### src/rtl/ps2_mouse_packet.sv
// PS/2 mouse protocol layer: enables data reporting (0xF4), waits for the
// 0xFA acknowledge, then turns 3-byte stream packets into signed X/Y deltas
// and button state with a one-cycle done strobe.
//
// state    | meaning
// ---------+------------------------------------------------------------
// SEND     | request transmission of 0xF4 (tx_wr_o follows one cycle later)
// WAIT_TX  | waiting for the transmitter to finish; received bytes ignored
// WAIT_ACK | waiting for 0xFA; resend on ack timeout
// BYTE1    | waiting for a header byte with the sync bit (bit3) set
// BYTE2    | waiting for the X low byte; packet timeout active
// BYTE3    | waiting for the Y low byte; packet timeout active
module ps2_mouse_packet #(
  parameter int CLK_HZ             = 100_000_000,
  parameter int ACK_TIMEOUT_CYCLES = CLK_HZ / 4,
  parameter int PKT_TIMEOUT_CYCLES = CLK_HZ / 50,
  parameter int TIMER_W            = 25
) (
  input  logic       clk_i,
  input  logic       reset_i,
  input  logic [7:0] rx_data_i,
  input  logic       rx_done_i,
  input  logic       tx_done_i,
  output logic [7:0] tx_data_o,
  output logic       tx_wr_o,
  output logic [8:0] x_o,
  output logic [8:0] y_o,
  output logic [2:0] btn_o,
  output logic       done_o
);

  typedef enum logic [2:0] {
    S_SEND,
    S_WAIT_TX,
    S_WAIT_ACK,
    S_BYTE1,
    S_BYTE2,
    S_BYTE3
  } state_t;

  // The timer is a down-counter loaded on state entry; reaching zero is the
  // same moment an up-counter cleared on entry would reach LIMIT-1.
  localparam logic [TIMER_W-1:0] ACK_LOAD = TIMER_W'(ACK_TIMEOUT_CYCLES - 1);
  localparam logic [TIMER_W-1:0] PKT_LOAD = TIMER_W'(PKT_TIMEOUT_CYCLES - 1);

  localparam logic [7:0] CMD_ENABLE = 8'hF4;
  localparam logic [7:0] RSP_ACK    = 8'hFA;

  state_t             state_q, state_d;
  logic [TIMER_W-1:0] timer_q, timer_d;
  logic [7:0]         hdr_q, xlo_q;
  logic               latch_hdr, latch_xlo, emit;
  logic               timeout;
  logic [8:0]         x_q, y_q;
  logic [2:0]         btn_q;
  logic               done_q, tx_wr_q;

  assign timeout = (timer_q == '0);

  // Next-state decode; a received byte always takes priority over a timeout.
  always_comb begin
    state_d   = state_q;
    latch_hdr = 1'b0;
    latch_xlo = 1'b0;
    emit      = 1'b0;
    case (state_q)
      S_SEND:     state_d = S_WAIT_TX;
      S_WAIT_TX:  if (tx_done_i) state_d = S_WAIT_ACK;
      S_WAIT_ACK: begin
        if (rx_done_i && rx_data_i == RSP_ACK) state_d = S_BYTE1;
        else if (timeout)                      state_d = S_SEND;
      end
      S_BYTE1: begin
        if (rx_done_i && rx_data_i[3]) begin
          latch_hdr = 1'b1;
          state_d   = S_BYTE2;
        end
      end
      S_BYTE2: begin
        if (rx_done_i) begin
          latch_xlo = 1'b1;
          state_d   = S_BYTE3;
        end else if (timeout) begin
          state_d = S_BYTE1;
        end
      end
      S_BYTE3: begin
        if (rx_done_i) begin
          emit    = 1'b1;
          state_d = S_BYTE1;
        end else if (timeout) begin
          state_d = S_BYTE1;
        end
      end
      default: state_d = S_SEND;
    endcase
  end

  // Timer reload on every state change, otherwise count down to zero and hold.
  always_comb begin
    timer_d = timer_q;
    if (state_d != state_q) begin
      case (state_d)
        S_WAIT_ACK:       timer_d = ACK_LOAD;
        S_BYTE2, S_BYTE3: timer_d = PKT_LOAD;
        default:          timer_d = '0;
      endcase
    end else if (!timeout) begin
      timer_d = timer_q - 1'b1;
    end
  end

  // State, timer and packet byte registers.
  always_ff @(posedge clk_i or posedge reset_i) begin
    if (reset_i) begin
      state_q <= S_SEND;
      timer_q <= '0;
      hdr_q   <= '0;
      xlo_q   <= '0;
    end else begin
      state_q <= state_d;
      timer_q <= timer_d;
      if (latch_hdr) hdr_q <= rx_data_i;
      if (latch_xlo) xlo_q <= rx_data_i;
    end
  end

  // Registered outputs; an overflowed axis reports zero movement.
  always_ff @(posedge clk_i or posedge reset_i) begin
    if (reset_i) begin
      x_q     <= '0;
      y_q     <= '0;
      btn_q   <= '0;
      done_q  <= 1'b0;
      tx_wr_q <= 1'b0;
    end else begin
      done_q  <= emit;
      tx_wr_q <= (state_q == S_SEND);
      if (emit) begin
        x_q   <= hdr_q[6] ? 9'd0 : {hdr_q[4], xlo_q};
        y_q   <= hdr_q[7] ? 9'd0 : {hdr_q[5], rx_data_i};
        btn_q <= hdr_q[2:0];
      end
    end
  end

  assign tx_data_o = CMD_ENABLE;
  assign tx_wr_o   = tx_wr_q;
  assign x_o       = x_q;
  assign y_o       = y_q;
  assign btn_o     = btn_q;
  assign done_o    = done_q;

endmodule

### config.mk
export PLATFORM = sky130hd
export DESIGN_NAME = ps2_mouse_packet
export DESIGN_NICKNAME = d
export VERILOG_FILES = /design/src/rtl/ps2_mouse_packet.sv
export SDC_FILE = /design/constraint.sdc
export NUM_CORES = 1
export LEC_CHECK = 0
export ABC_CLOCK_PERIOD_IN_PS = 10100
export CELL_PAD_IN_SITES_DETAIL_PLACEMENT = 0
export CELL_PAD_IN_SITES_GLOBAL_PLACEMENT = 1
export CORE_MARGIN = 5
export CORE_UTILIZATION = 35
export CTS_CLUSTER_DIAMETER = 100
export DETAILED_ROUTE_END_ITERATION = 10
export PLACE_DENSITY_LB_ADDON = 0.08
export SYNTH_ARGS = -nofsm -noshare
export SYNTH_HDL_FRONTEND = slang
export SYNTH_SLANG_ARGS = --single-unit
### constraint.sdc
create_clock -name clk_i -period 10.1 [get_ports clk_i]
set_input_delay 2.02 -clock clk_i [delete_from_list [all_inputs] [get_ports clk_i]]
set_output_delay 2.02 -clock clk_i [all_outputs]
set_load 0.03 [all_outputs]
; ---- Yosys cells after proc, flatten, opt, wreduce, memory -nomap -nowiden
; Index checks and enable logic that the tools add are counted.
[word_totals]
ff_bits = 67
input_bits = 12
out_inout_bits = 31
elab_cells = 44
[classes]
n_addsub = 1
eq_ne = 11
mux = 18
n_reduce_logical = 5
[op_table]
columns = cell, n
row1 = $mux W25, 2
row2 = $pmux W25 S2, 1
row3 = $logic_not A25 Y1, 1
row4 = $sub A25 B1 Y25 const B, 1
row5 = $mux W3, 7
row6 = $mux W9, 2
row7 = $pmux W3 S6, 1
row8 = $eq A3 B3 Y1 const B, 4
row9 = $eq A3 B2 Y1 const B, 3
row10 = $eq A8 B8 Y1 const B, 1
row11 = $mux W1, 5
row12 = $eq A3 B1 Y1 const B, 1
row13 = $logic_not A3 Y1, 1
row14 = $ne A3 B3 Y1, 1
row15 = $logic_and A1 B1 Y1, 2
row16 = $ne A2 B1 Y1 const B, 1
row17 = $reduce_or A2 Y1, 1

; ---- Depth between registers and ports, before layout
[logic_depth]
word_depth = 8
mapped_depth = 11
depth_no_buf = 9

; ---- Worst setup path after synthesis
; No wires, ideal clock.
[synth_timing]
path_type = input to register
startpoint = input port rx_done_i
endpoint = register timer_q[0]
t_arrival_ps = 3900
setup_slack_ps = 6061
stages = 8
n_path_buf = 2
cell_sequence = clkbuf_1 -> nand2b_1 -> or4_1 -> and3b_1 -> a32o_2 -> buf_6 -> nor3b_4 -> a211oi_1
[synth_via]
elab_chain_cells = 7
elab_cells_between_ends = 15
cone_classes = eq/ne: 5 / mux: 7 / reduce/logical: 3
[synth_lines]
columns = item, line
row1 = "start, declared", 22  ; input logic rx_done_i,
row2 = $logic_and A1 B1 Y1 (on tied branches), "74, 70"
row3 = $mux W3 (on tied branches), "74, 70"
row4 = $pmux W3 S6 (*), 66  ; case (state_q)
row5 = $eq A3 B3 Y1, 103  ; case (state_d)
row6 = $reduce_or A2 Y1, 103
row7 = $pmux W25 S2, 103
row8 = $mux W25, 102  ; if (state_d != state_q) begin
row9 = "end signal, assigned", 122  ; timer_q <= timer_d;
row10 = "end, declared", 50  ; logic [TIMER_W-1:0] timer_q, timer_d;
; Every way passes the cells marked *; elsewhere a longest branch is shown, timed or not.
; A chain may end at the register's enable or synchronous reset.

; ---- Final worst setup path
[layout_timing]
startpoint = input port rx_done_i
endpoint = register timer_q[5]
; The elaborated chain is that of the path after synthesis.

==> results.toml <==
[worst_setup_path]
path_delay_family = "simple AND/OR/NAND/NOR gates"
worstPathRequired_ns = 10.35
crit_type = "in2reg"
worstSetupEndpointType = "flop"
crit_chain = "clkdlybuf4s50_1, nand2b_1, or4_1, and3b_1, a32oi_2, nor2_1, a211oi_1"
max_stage_delay_ns = 0.63
arrival_ns = 4.92
startpoint_type = "input port"
critPathSlowestCell = "a32oi_2"
cp_max_fo = 15
path_buf_inv = 1

[outcome]
outcome = "finished, final reports clean"

[global_route]
grt_max_degree = 67
antenna_found_initial = 0
grt.overflow.total = 0
grt_pass1_wl_mm = 12.6
grt_pass1_vias = 2417
grt_usage_pct = 14.2

[pwr]
p_switching_uw = 506
peakVddDrop_mv = 0.105
seqPwrFrac_pct = 38.7
internal_power_uw = 701
p_leak_uw = 0.00159
clockPowerShare_pct = 16.8
p_comb_share_pct = 44.5
p_per_area_nw_per_um2 = 314
netSwitchingFraction_pct = 41.9

[placed_design]
port_buffers = 34
post-place-ws_ns = 5.06
dp_hpwl_mm = 5.14
gp_congestion = 0.749

[sta]
hold_viol = 0
rsz0062_at_grt = "no"
setup-tns-final_ns = 0
slew_headroom_pct = 36.0
worst_clock_skew_ns = 0.00862
finalCritPeriodShare_pct = 46.2
period_needed_ns = 4.67
fin_ws_ns = 5.43
report.final.slew_viol_count = 0
setup_viol = 0
max_freq_ghz = 0.214
worst_slew_pin_slew_ns = 0.957

[layout]
final_cell_mix = "66 x dfrtp_1, 47 x nand2_1, 34 x clkdlybuf4s50_1"
final_common_cell = "dfrtp_1"
antenna_cells = 0
nNetsFinal = 369
final_layout_size_suffix_gt1_share_pct = 13.3
area_growth_pct = 17.3
n_fill_cell = 944

[clock_tree]
cts.sink_count = 66
clk_latency_ns = 0.35
hold_buffers = 0
clk_pin_slew_ns = 0.08
post_cts_resized = 0
clockBufferDepth = 2
cts_tree = "done"
cts_buffers = 9
cts-htree-levels = 3
postCtsSetupRepairBufs = 0
cts_root_buf = "clkbuf_8"

[floorplan]
core_um2 = 9200
dieArea_um2 = 11400
die_h_um = 107
num_io_pins = 43
std_cell_rows = 35
die_w_um = 107
initial_core_util_pct = 35.6

[synth]
ys_seq_elements = 66
synth.area.top_cells = "dfrtp_1 50%, mux2_2 5.5%, nand2_1 5.4%, o21ai_0 4.6%, nand2b_1 4.0%"
synthCells = 324
ys_types = 49
synth_area_um2 = 3270
synth_area_per_cell_um2 = 10.1
yosysTopAreaCellShare_pct = 50.4
ys_async_sr_fraction_pct = 100
synth.largest_area_cell = "dfrtp_1"
synth_seq_area_share_pct = 50.4
synth_edf_count = 0
yosysWarnings = 0
synth-main-ff-cell = "dfrtp_1"

[flow_run]
cap_violations = 0

[worst_hold_path]
hold_class = "reg2reg"

[routing]
drc_errors = 0
wirelength_mm = 7.49
dr.pass1.iters = 4
vias = 2364
post_drt_wl_per_cell_um = 15.9
drt_iter0_markers = 95
antenna_left = 0
viasPerCell = 5.01
-- per-stage QoR --
step	instances	power, uW	hold slack (ns)	util (%)	instance area (um2)
floorplan	330	856	0.435	-	3300
global placement	456	1010	0.459	39.8	3660
detailed placement	456	1020	0.463	39.8	3660
CTS	472	1230	0.474	41.8	3840
global route	472	1310	0.508	41.8	3840
finish	472	1210	0.466	41.8	3840
-- path summary, 6_finish.rpt --
check	startpoint	to	slack [ns]	cells after the start
worst max-delay path	rx_done_i	timer_q[5]	5.43	7
worst min-delay path	hdr_q[0]	btn_o[0]	0.47	2
worst max register to register	timer_q[0]	timer_q[3]	6.13	9
worst min register to register	hdr_q[0]	btn_o[0]	0.47	2
max in group asynchronous	reset_i	timer_q[9]	7.31	3
min in group asynchronous	reset_i	btn_o[1]	2.23	3
-- metal layers --
metal / global-route usage, % / wire length (um) / up-vias
met3: 4.64 / 304 / 10
met5: 0 / 0 / -
met4: 4.38 / 90 / 0
met2: 23.5 / 3740 / 38
met1: 17.5 / 3350 / 1145
li1: - / - / 1171
-- worst register-to-register path, delay by kind of cell, from the launching register on --
family	cells	cell delay [ns]
AND/OR/NAND/NOR	5	2.66
flip-flops	1	0.43
buffers and inverters	1	0.08
adder cells (fa/ha/maj)	1	0.19
AO/OA/AOI/OAI	2	0.46
-- logic make-up (layout without fill, tap and decap cells) --
logic type | after synthesis | in the layout | synth area share, %
compound gates | 57 | 57 | 11.6
mux | 16 | 16 | 5.50
flops | 66 | 66 | 50.4
fa+ha+maj | 1 | 1 | 0.382
xor+xnor | 20 | 20 | 5.35
buf+inv | 26 | 57 | 4.51
other cells | 2 | 8 | 0.229
simple gates | 136 | 136 | 22.0
-- cell usage after synthesis (all sizes together), types with 2 or more instances --
master  count
nand2b     21
or2         2
clkbuf      9
or3         4
dfrtp      66
buf        12
nor4        6
nand2      47
conb        2
nand3b      3
mux2       16
o21ai      31
a22oi       2
xor2        6
nor3       12
o41ai       2
nand3       2
nor3b       2
a211oi      8
nor2b       4
a21oi       5
xnor2      14
or4         7
a21o        2
nor2       20
inv         5
-- state kept, by name (all words and copies together), names as in the netlist --
register	flops
btn_o	3
done_o	1
hdr_q	7
state_q	3
timer_q	25
tx_wr_o	1
x_o	9
xlo_q	8
y_o	9
-- power by group through the flow --
stage / registers (uW) / clock network [uW] / logic, uW
floorplan: 510 / 0 / 346
global placement: 472 / 0 / 541
detailed placement: 472 / 0 / 545
CTS: 469 / 212 / 548
global route: 488 / 226 / 596
finish: 467 / 203 / 537
-- area by class of cell --
cell class / instances / area, um2 / share of cell area [%]
clock buffers: 9 / 124 / 3.23
clock inverters: 7 / 53.8 / 1.40
inverters: 5 / 18.8 / 0.489
multi-input cells: 238 / 1500 / 39.0
flip-flops and latches: 66 / 1650 / 43.0
well taps: 111 / 139 / 3.62
repair buffers: 36 / 355 / 9.25
No activity file was read; power rests on OpenSTA's default activity.
